### src/rtl/alu_seq_pkg.sv
// Shared constants and types for the ALU sequencer and its register file.
package alu_seq_pkg;

  localparam int DATA_W = 8;
  localparam int REG_N  = 4;
  localparam int ADDR_W = 2;
  localparam int CNT_W  = 4;

  localparam logic [2:0] OP_AND = 3'd0;
  localparam logic [2:0] OP_XOR = 3'd1;
  localparam logic [2:0] OP_ADD = 3'd2;
  localparam logic [2:0] OP_CSL = 3'd3;
  localparam logic [2:0] OP_LDI = 3'd4;
  localparam logic [2:0] OP_RD  = 3'd5;

  typedef enum logic [1:0] {
    IDLE = 2'd0,
    EXEC = 2'd1,
    DONE = 2'd2
  } state_e;

  // Opcodes 0..3 go through the external ALU; their low bits are the ALU select.
  function automatic logic is_alu_op(input logic [2:0] op);
    return (op[2] == 1'b0);
  endfunction

endpackage

### src/rtl/seq_regfile.sv
// 4x8 register file: two combinational read ports, one synchronous write port,
// cleared by the synchronous reset.
module seq_regfile
  import alu_seq_pkg::*;
(
  input  logic              clk,
  input  logic              rst,
  input  logic [ADDR_W-1:0] ra_i,
  input  logic [ADDR_W-1:0] rb_i,
  output logic [DATA_W-1:0] a_o,
  output logic [DATA_W-1:0] b_o,
  input  logic              we_i,
  input  logic [ADDR_W-1:0] wa_i,
  input  logic [DATA_W-1:0] wd_i
);

  logic [DATA_W-1:0] regs_q [REG_N];

  // Storage update: clear everything on reset, otherwise a single write per edge.
  always_ff @(posedge clk) begin
    if (rst) begin
      for (int i = 0; i < REG_N; i++) begin
        regs_q[i] <= '0;
      end
    end else if (we_i) begin
      regs_q[wa_i] <= wd_i;
    end
  end

  assign a_o = regs_q[ra_i];
  assign b_o = regs_q[rb_i];

endmodule

### src/rtl/alu_sequencer.sv
// Multi-cycle controller for an external combinational 8-bit ALU.
// Handshake: a command transfers on a rising edge where CmdValid and CmdReady
// are both high; CmdReady depends only on the FSM state (high in IDLE), never
// on CmdValid, and command fields are only sampled on that transfer edge.
module alu_sequencer
  import alu_seq_pkg::*;
#(
  parameter int ALU_WAIT = 1
) (
  input  logic              clk,
  input  logic              rst,
  input  logic              CmdValid,
  output logic              CmdReady,
  input  logic [2:0]        CmdOp,
  input  logic [ADDR_W-1:0] CmdRd,
  input  logic [ADDR_W-1:0] CmdRa,
  input  logic [ADDR_W-1:0] CmdRb,
  input  logic [DATA_W-1:0] CmdImm,
  input  logic [CNT_W-1:0]  CmdRep,
  output logic [DATA_W-1:0] ALUinA,
  output logic [DATA_W-1:0] ALUinB,
  output logic [1:0]        InsSel,
  input  logic [DATA_W-1:0] ALUout,
  input  logic              CO,
  input  logic              Z,
  output logic              DoneValid,
  output logic [DATA_W-1:0] Result,
  output logic              FlagC,
  output logic              FlagZ,
  output logic              Err,
  output logic              Busy,
  output state_e            DbgState
);

  // Settle counter restarts here so each ALU evaluation is held ALU_WAIT cycles.
  localparam logic [CNT_W-1:0] WAIT_RELOAD = CNT_W'(ALU_WAIT - 1);

  state_e            state_q, state_d;
  logic [DATA_W-1:0] alu_a_q, alu_b_q, result_q;
  logic [1:0]        ins_sel_q;
  logic [ADDR_W-1:0] rd_q;
  logic [CNT_W-1:0]  rep_q, wait_q;
  logic              flag_c_q, flag_z_q, err_q;

  logic [DATA_W-1:0] rf_a, rf_b, rf_wd;
  logic [ADDR_W-1:0] rf_wa;
  logic              rf_we;

  logic accept, is_alu, is_ldi, is_rd, is_bad, wb_fire, last_fire;

  assign accept    = CmdValid && (state_q == IDLE);
  assign is_alu    = is_alu_op(CmdOp);
  assign is_ldi    = (CmdOp == OP_LDI);
  assign is_rd     = (CmdOp == OP_RD);
  assign is_bad    = CmdOp[2] && CmdOp[1];
  // Write-back happens once the settle counter has run out for this iteration.
  assign wb_fire   = (state_q == EXEC) && (wait_q == '0);
  assign last_fire = wb_fire && (rep_q == '0);

  seq_regfile u_regfile (
    .clk  (clk),
    .rst  (rst),
    .ra_i (CmdRa),
    .rb_i (CmdRb),
    .a_o  (rf_a),
    .b_o  (rf_b),
    .we_i (rf_we),
    .wa_i (rf_wa),
    .wd_i (rf_wd)
  );

  // State register.
  always_ff @(posedge clk) begin
    if (rst) begin
      state_q <= IDLE;
    end else begin
      state_q <= state_d;
    end
  end

  // Next-state logic: ALU ops run through EXEC, everything else goes straight to DONE.
  always_comb begin
    state_d = state_q;
    case (state_q)
      IDLE: begin
        if (accept) begin
          state_d = is_alu ? EXEC : DONE;
        end
      end
      EXEC: begin
        if (last_fire) begin
          state_d = DONE;
        end
      end
      DONE:    state_d = IDLE;
      default: state_d = IDLE;
    endcase
  end

  // Register-file write select: ALU write-back in EXEC, immediate load on accept.
  always_comb begin
    rf_we = 1'b0;
    rf_wa = CmdRd;
    rf_wd = CmdImm;
    if (wb_fire) begin
      rf_we = 1'b1;
      rf_wa = rd_q;
      rf_wd = ALUout;
    end else if (accept && is_ldi) begin
      rf_we = 1'b1;
    end
  end

  // Datapath: operand capture, settle counting, iteration chaining, flags and result.
  always_ff @(posedge clk) begin
    if (rst) begin
      alu_a_q   <= '0;
      alu_b_q   <= '0;
      ins_sel_q <= '0;
      rd_q      <= '0;
      rep_q     <= '0;
      wait_q    <= '0;
      flag_c_q  <= 1'b0;
      flag_z_q  <= 1'b0;
      result_q  <= '0;
      err_q     <= 1'b0;
    end else if (accept) begin
      err_q <= is_bad;
      if (is_alu) begin
        alu_a_q   <= rf_a;
        alu_b_q   <= rf_b;
        ins_sel_q <= CmdOp[1:0];
        rd_q      <= CmdRd;
        rep_q     <= CmdRep;
        wait_q    <= WAIT_RELOAD;
      end
      if (is_ldi) begin
        flag_z_q <= (CmdImm == '0);
        result_q <= CmdImm;
      end
      if (is_rd) begin
        result_q <= rf_a;
      end
    end else if (state_q == EXEC) begin
      if (wait_q != '0) begin
        wait_q <= wait_q - CNT_W'(1);
      end else begin
        flag_c_q <= CO;
        flag_z_q <= Z;
        result_q <= ALUout;
        // B stays as captured so a destination aliasing Rb does not disturb later iterations.
        if (rep_q != '0) begin
          alu_a_q <= ALUout;
          rep_q   <= rep_q - CNT_W'(1);
          wait_q  <= WAIT_RELOAD;
        end
      end
    end
  end

  assign CmdReady  = (state_q == IDLE);
  assign Busy      = (state_q != IDLE);
  assign DoneValid = (state_q == DONE);
  assign Err       = (state_q == DONE) && err_q;
  assign ALUinA    = alu_a_q;
  assign ALUinB    = alu_b_q;
  assign InsSel    = ins_sel_q;
  assign Result    = result_q;
  assign FlagC     = flag_c_q;
  assign FlagZ     = flag_z_q;
  assign DbgState  = state_q;

endmodule

### config.mk
export PLATFORM = sky130hd
export DESIGN_NAME = alu_sequencer
export DESIGN_NICKNAME = d
export VERILOG_FILES = /design/src/rtl/alu_seq_pkg.sv /design/src/rtl/seq_regfile.sv /design/src/rtl/alu_sequencer.sv
export SDC_FILE = /design/constraint.sdc
export NUM_CORES = 1
export LEC_CHECK = 0
export CORE_AREA = 5 5 86 88
export CTS_BUF_LIST = sky130_fd_sc_hd__clkbuf_4 sky130_fd_sc_hd__clkbuf_8
export CTS_CLUSTER_SIZE = 8
export DETAILED_ROUTE_END_ITERATION = 8
export DIE_AREA = 0 0 91 93
export GPL_TIMING_DRIVEN = 0
export PLACE_DENSITY_LB_ADDON = 0.05
export SLEW_MARGIN = 20
export SYNTH_ARGS = -nofsm -noshare
export SYNTH_HDL_FRONTEND = slang
export SYNTH_SLANG_ARGS = --single-unit
### constraint.sdc
create_clock -name clk -period 6.04 [get_ports clk]
set_input_delay 0.604 -clock clk [delete_from_list [all_inputs] [get_ports clk]]
set_output_delay 0.604 -clock clk [all_outputs]
set_load 0.05 [all_outputs]
* Yosys cells after proc, flatten, opt, wreduce, memory -nomap -nowiden
Memory sizes are Yosys's and may differ from the RTL's. A register that Yosys moved wholly into a read port is not among the register bits. Cells that the tools add are included.
Word-level totals: output and inout bits 34, memories 1, input bits 34, word-level logic and storage cells 90, bits in writable memories 32, register bits after elaboration 33
Cells by class: muxes and demuxes 40, bitwise gates (word level) 3, $add $sub $neg 2, equal/unequal tests 10, reduce and logical (&&, ||, !) cells 24
Memory list:
- u_regfile.regs_q | words 4, bits a word 8, read ports 2, clocked after memory_dff 1, write ports 4, RTL line seq_regfile.sv:17 | logic [DATA_W-1:0] regs_q [REG_N];
Operators by type and width (count):
- two-way mux 8 bit | 12
- two-way mux 4 bit | 10
- two-way mux 1 bit | 12
- AND reduction 3 bit | 4
- two-way mux 2 bit | 5
- zero test 4 bit | 2
- zero test 8 bit | 1
- nonzero test 4 bit | 2
- OR reduction 8 bit | 1
- subtractor 4 x 1 -> 4 bit (second input constant) | 2
- equality test 3 bit (second input constant) | 2
- logical AND 1 bit | 6
- != test 2 bit (second input constant) | 3
- nonzero test 2 bit | 3
- != test 2 x 1 -> 1 bit (second input constant) | 2
- one-hot mux 2 bit (2 select lines) | 1
- AND reduction 2 bit | 2
- AND reduction 4 bit | 1
- != test 3 x 1 -> 1 bit (second input constant) | 1
- NOT 1 bit | 3
- nonzero test 3 bit | 1
- equality test 2 x 1 -> 1 bit (second input constant) | 1
- equality test 2 bit (second input constant) | 1
- zero test 2 bit | 1

* Longest topological paths before layout
Gate-level depths: netlist (run 1).
depth in word-level cells 10, depth in mapped cells 8, depth with buffers taken out 6

* Hierarchy
A second synthesis (run 1) with hierarchy kept.
Unflattened totals: cells, all modules 342, area, all modules 3799.9 µm²
Modules (own cells, without submodules):
- alu_sequencer | seq. area each 820.8 µm², cells an instance 248, area an instance 2128.3 µm², instances 1
- seq_regfile | seq. area each 960.9 µm², cells an instance 94, area an instance 1671.6 µm², instances 1

* Worst setup path after synthesis (run 1)
OpenSTA, ideal clock, no wires.
path type register -> output, from register state_q[1] (netlist: DbgState[1]), to output Err, required time 5436 ps, stages on the path, launching flop included 3, arrival 2105 ps, path slack 3331 ps, path buffers 0, path through dfxtp_1 nor2b_1 and2_1
On the way: longest elaborated chain between the ends 2
Ends and longest elaborated chain:
- from (decl) | RTL line alu_sequencer.sv:38 | state_e state_q, state_d;
- from (signal assigned) | RTL line alu_sequencer.sv:77 | state_q <= state_d;
- equality test 2 bit
- via DoneValid | RTL line alu_sequencer.sv:26 | output logic DoneValid,
- logical AND 1 bit | RTL line alu_sequencer.sv:164 | assign Err = (state_q == DONE) && err_q;
- to (decl) | RTL line alu_sequencer.sv:30 | output logic Err,
The timed path passes the listed nets, and every way through them passes these cells.

==> impl_metrics.yaml, run 1 <==
outcome:
  outcome: "completed"
worst_setup_path:
  critPathBufInv: 1
  r2r_slack_ns: 3.04
  cpPeakStageDelay_ns: 0.62
  arrival_ns: 3.06
  critical_path_required_ns: 6.05
  r2r_end: "u_regfile.regs_q[0][6]$_SDFFCE_PN0P_"
  ff2ff_path_depth: 6
  crit_path_start_kind: "input pin"
  critPathTopFamily: "simple AND/OR/NAND/NOR gates"
  path_depth: 5
  path_class: "in2reg"
  regToRegStartpoint: "wait_q[0]$_SDFFE_PP0P_"
  crit_start: "CmdValid"
  cp-end-kind: "flip-flop"
  slowest_stage: "or4b_1"
  path_cells: "clkdlybuf4s50_1 -> or4b_1 -> nor3_2 -> a41oi_1 -> nand2_1"
  cp_max_fo: 9
power:
  seqPwrFrac_pct: 45.0
  leakagePower_nw: 1.62
  p_comb_share_pct: 27.7
  p_total_mw: 1.29
  vdd_drop_max_mv: 0.168
  switching_share_pct: 34.6
  internal_power_uw: 841
  p_switching_uw: 445
  p_clk_share_pct: 27.4
  power_density_nw_per_um2: 278
yosys:
  synth-seq-area-share_pct: 47.6
  synth.avg_cell_area_um2: 10.1
  synthArstFlopShare_pct: 0
  synth_compound_area_share_pct: 13.5
  synthCells: 370
  synth_warnings: 0
  synth_fp_nets: 407
  syn_area_um2: 3740
  muxShareOfSynthArea_pct: 12.6
  synth_top_family_by_area: "simple AND/OR/NAND/NOR gates"
  synth_adder_area_share_pct: 1.00
  synth_xor_area_share_pct: 0
  synth-edff-count: 32
  synth-simple-area-share_pct: 21.3
  ys_ff_latch: 73
  synth_flop_cell: "dfxtp_1"
  synth_cell_types: 54
clocking:
  cts_setup_buffers: 0
  ctsResizeCount: 0
  clk_path_buf_depth: 2
  clkSinkCount: 73
  cts_tree: "built"
  clk_pin_slew_ns: 0.08
  postCtsHoldBufs: 0
  clk_latency_ns: 0.36
  htree_levels: 3
  cts-root-buf: "clkbuf_8"
  numCtsBuffers: 9
global_routing:
  grt_pass1_wl_um: 16700
  use_met1_pct: 31.9
  use_met3_pct: 5.79
  gr-usage-all-layers_pct: 25.1
  grt_max_degree: 15
  grt_pass1_vias: 3246
  busiest_layer: "met2"
  grt-ovfl-total: 0
  antenna_found_initial: 0
  use_met2_pct: 41.0
finish:
  instances_no_fill: 528
  final_util_pct: 70.6
  finalNetCount: 480
  diodes: 0
  area_growth_pct: 23.9
  drive_gt1_share_pct: 13.2
  fin_area_um2: 4640
  final_common_cell: "clkdlybuf4s50_1"
  fillCellCount: 533
  final_cell_mix: "62 x clkdlybuf4s50_1, 50 x nand2_1, 49 x nor2_1"
floorplan:
  die_w_um: 91
  initial_utilization_pct: 57.0
  die-area_um2: 8460
  coreArea_um2: 6570
  row_count: 30
  die-height_um: 93
  io_pins: 68
timing:
  rsz0062_at_grt: "false"
  setup_tns_ns: 0
  drv_slew: 0
  hold-worst-slack_ns: 0.456
  setup_viol: 0
  min_period_ns: 3.05
  finalHoldViolCount: 0
  fin_crit_sh_pct: 50.5
  clock.fmax_ghz: 0.328
  layout_setup_ws_ns: 2.99
  clock_skew_ns: 0.0135
  relSlewSlack_pct: 29.1
  worstMarginPinSlew_ns: 1.05
drt:
  avgViaCountPerCell: 6.24
  drc: 0
  wl_per_cell_um: 19.9
  dr.pass1.iters: 5
  ant_nets: 0
  drt_iter0_drc: 266
  wirelength_um: 10500
  vias: 3296
worst_hold_path:
  hp-class: "reg2reg"
  min_from: "ALUinB[5]$_SDFFE_PP0P_"
  min_delay_worst_endpoint: "ALUinB[5]$_SDFFE_PP0P_"
  hold_path_depth: 2
placement:
  dp_cells: 512
  place.gp.congestion: 0.938
  dp_hpwl_um: 7750
  dp_slack_ns: 2.69
  io_buffers: 62
  place_area_um2: 4460
flow_run:
  drv_cap: 0
## tightest hold or removal path, stage by stage (launching register included)
cell and delay, ns:
dfxtp_1 0.31, nand2_1 0.05, a21oi_1 0.05
## area by class of cell
type	count	area [um^2]	share of cell area, %
clock inverter	6	43.8	0.944
buffer	22	118	2.54
sequential	73	1780	38.4
inverter	8	30.0	0.648
clock buffer	10	131	2.83
multi-input combinational	267	1810	39.1
timing repair buffer	62	621	13.4
tap	80	100	2.16
## sequential cells by signal, summed over array words and instances (netlist names)
name / count
u_regfile.regs_q: 32
ALUinA: 8
ALUinB: 8
Result: 8
rep_q: 4
wait_q: 4
DbgState: 2
InsSel: 2
rd_q: 2
FlagC: 1
FlagZ: 1
err_q: 1
## logic make-up after synthesis
kind of cell,count (synthesis)
AND/OR/NAND/NOR,164
AO/OA/AOI/OAI,73
flip-flops,73
buffers and inverters,30
multiplexers,27
adder cells (fa/ha/maj),3
## worst max-delay path by stage
stage | endpoint | slack [ns]
4_1_cts | u_regfile.regs_q[0][6]$_SDFFCE_PN0P_ | 3.03
3_5_place_dp | u_regfile.regs_q[0][5]$_SDFFCE_PN0P_ | 2.69
6_report | u_regfile.regs_q[0][6]$_SDFFCE_PN0P_ | 2.99
5_1_grt | u_regfile.regs_q[0][6]$_SDFFCE_PN0P_ | 2.84
3_3_place_gp | u_regfile.regs_q[3][1]$_DFFE_PP_ | 2.58
2_1_floorplan | Err | 3.33
## layer usage
metal	up-vias	share of wire (%)
met5	-	0
met4	0	2.2
met1	1593	42
met3	22	8.3
met2	159	47
li1	1522	-
## cells in the mapped netlist, types with 5 or more instances
master / number / area (um^2)
a21oi_1: 24 / 120
a32o_1: 8 / 80.1
buf_1: 5 / 18.8
clkbuf_1: 9 / 33.8
dfxtp_1: 41 / 821
edfxtp_1: 32 / 961
inv_1: 7 / 26.3
mux2i_1: 10 / 100
mux4_2: 16 / 360
nand2_1: 50 / 188
nand3_1: 13 / 65.1
nor2_1: 49 / 184
nor3_1: 13 / 65.1
nor4_1: 5 / 31.3
o21ai_0: 18 / 90.1
or2_2: 8 / 50.1
## power by group through the flow
stage	clock (mW)	combinational, mW	sequential [mW]
floorplan	0	0.178	0.643
global placement	0	0.350	0.586
detailed placement	0	0.353	0.589
CTS	0.350	0.354	0.578
global route	0.374	0.379	0.583
finish	0.352	0.356	0.579
(Power assumes the default switching activity.)
==> inputs of run 2 (changes only) <==
Settings changed: CORE_AREA 5 5 86 88 to 5 5 90 92, DIE_AREA 0 0 91 93 to 0 0 95 97.
Clock period 6.04 ns to 3 ns, I/O delays scaled along.
==> impl_metrics.yaml, run 2 (synthesis gave the netlist of run 1 again) <==
drt:
  dr.pass1.iters: 5
  drc: 0
  drt_iter0_drc: 201
  avgViaCountPerCell: 6.03
  wl_met3_um: 883
  vias: 3297
  top_layer_used: "met4"
  wl_met2_um: 5220
  wl_per_cell_um: 20.2
  wirelength_um: 11100
  wl_met1_um: 4710
  ant_nets: 0
worst_setup_path:
  critical_path_required_ns: 3.01
  crit_path_start_kind: "flip-flop"
  cp-end-kind: "flip-flop"
  cp_max_fo: 9
  path_cells: "inv_1 -> ha_1 -> nor3b_2 -> nand3_1 -> a31oi_2 -> nand2_1"
  slowest_stage: "a31oi_2"
  cpPeakStageDelay_ns: 0.54
  critPathTopFamily: "simple AND/OR/NAND/NOR gates"
  path_class: "reg2reg"
  arrival_ns: 2.71
  critPathBufInv: 1
finish:
  drive_gt1_share_pct: 13.8
  final_cell_mix: "62 x clkdlybuf4s50_1, 50 x nand2_1, 49 x nor2_1"
  fillCellCount: 603
  diodes: 0
  largest_reg_flops: 32
  regMostFlops: "u_regfile.regs_q"
  instances_no_fill: 547
  final_common_cell: "clkdlybuf4s50_1"
  fin_area_um2: 4740
  area_growth_pct: 26.7
  finalNetCount: 480
  final_util_pct: 66.4
timing:
  worstMarginPinSlew_ns: 1.00
  layout_setup_ws_ns: 0.304
  finalHoldViolCount: 0
  rsz0062_at_grt: "false"
  min_period_ns: 2.70
  clock_skew_ns: 0.00890
  clock.fmax_ghz: 0.371
  setup_tns_ns: 0
  fin_crit_sh_pct: 89.9
  drv_slew: 0
  relSlewSlack_pct: 32.1
  setup_viol: 0
  hold-worst-slack_ns: 0.449
clocking:
  cts_setup_buffers: 0
  clkSinkCount: 73
  postCtsHoldBufs: 0
  clk_latency_ns: 0.36
  cts-root-buf: "clkbuf_8"
  numCtsBuffers: 9
  clk_pin_slew_ns: 0.08
  htree_levels: 3
  clk_path_buf_depth: 2
  cts_tree: "built"
floorplan:
  die-height_um: 97
  die-area_um2: 9220
  die_w_um: 95
  initial_utilization_pct: 52.4
  io_pins: 68
  row_count: 31
  coreArea_um2: 7140
power:
  power_density_nw_per_um2: 594
  leakagePower_nw: 1.65
  vdd_drop_max_mv: 0.401
  p_total_mw: 2.82
placement:
  dp_hpwl_um: 7840
  place.gp.congestion: 0.863
  dp_slack_ns: 0.0435
  place_area_um2: 4490
  dp_cells: 531
  io_buffers: 62
global_routing:
  grt-ovfl-total: 0
  antenna_found_initial: 0
  grt_max_degree: 15
  grt_pass1_wl_um: 17400
  gr-usage-all-layers_pct: 24.8
  grt_pass1_vias: 3168
outcome:
  outcome: "completed"
flow_run:
  drv_cap: 0
worst_hold_path:
  hp-class: "reg2reg"
## run 2: cell type report
| type | instances | area [um^2] | area share [%] |
|---|---|---|---|
| clock inverters | 6 | 97.6 | 2.06 |
| inverters | 8 | 30.0 | 0.634 |
| plain buffers | 22 | 118 | 2.48 |
| flip-flops and latches | 73 | 1780 | 37.6 |
| repair buffers | 62 | 621 | 13.1 |
| well taps | 99 | 124 | 2.61 |
| clock buffers | 10 | 138 | 2.90 |
| multi-input cells | 267 | 1830 | 38.6 |
## run 2: tightest hold or removal path: stages (launching register included)
cell	delay, ns
dfxtp_1	0.31
nand2_1	0.05
a21oi_1	0.05
## run 2: power by group
group / internal (mW) / total [mW] / switching [mW]
clock network: 0.504 / 0.926 / 0.422
registers: 1.11 / 1.16 / 0.0507
logic: 0.269 / 0.727 / 0.458
total: 1.89 / 2.82 / 0.931
## run 2: final timing paths
check | slack, ns | startpoint | depth (start not counted) | endpoint
hold / removal | 0.45 | err_q$_SDFFE_PP0N_ | 2 | err_q$_SDFFE_PP0N_
hold reg to reg | 0.45 | err_q$_SDFFE_PP0N_ | 2 | err_q$_SDFFE_PP0N_
setup / recovery | 0.30 | wait_q[0]$_SDFFE_PP0P_ | 6 | u_regfile.regs_q[1][7]$_SDFFCE_PN0P_
setup reg to reg | 0.30 | wait_q[0]$_SDFFE_PP0P_ | 6 | u_regfile.regs_q[1][7]$_SDFFCE_PN0P_
## run 2: routing by layer
layer	global-route usage, %	vias up
met5	0	-
met1	35.4	1601
met2	37.9	144
met4	7.33	0
li1	-	1526
met3	5.04	26
## run 2: what timing repair did
item                       in CTS  in global routing
resized for setup               0                  2
hold endpoints to repair        0                  0
setup endpoints to repair       0                 16
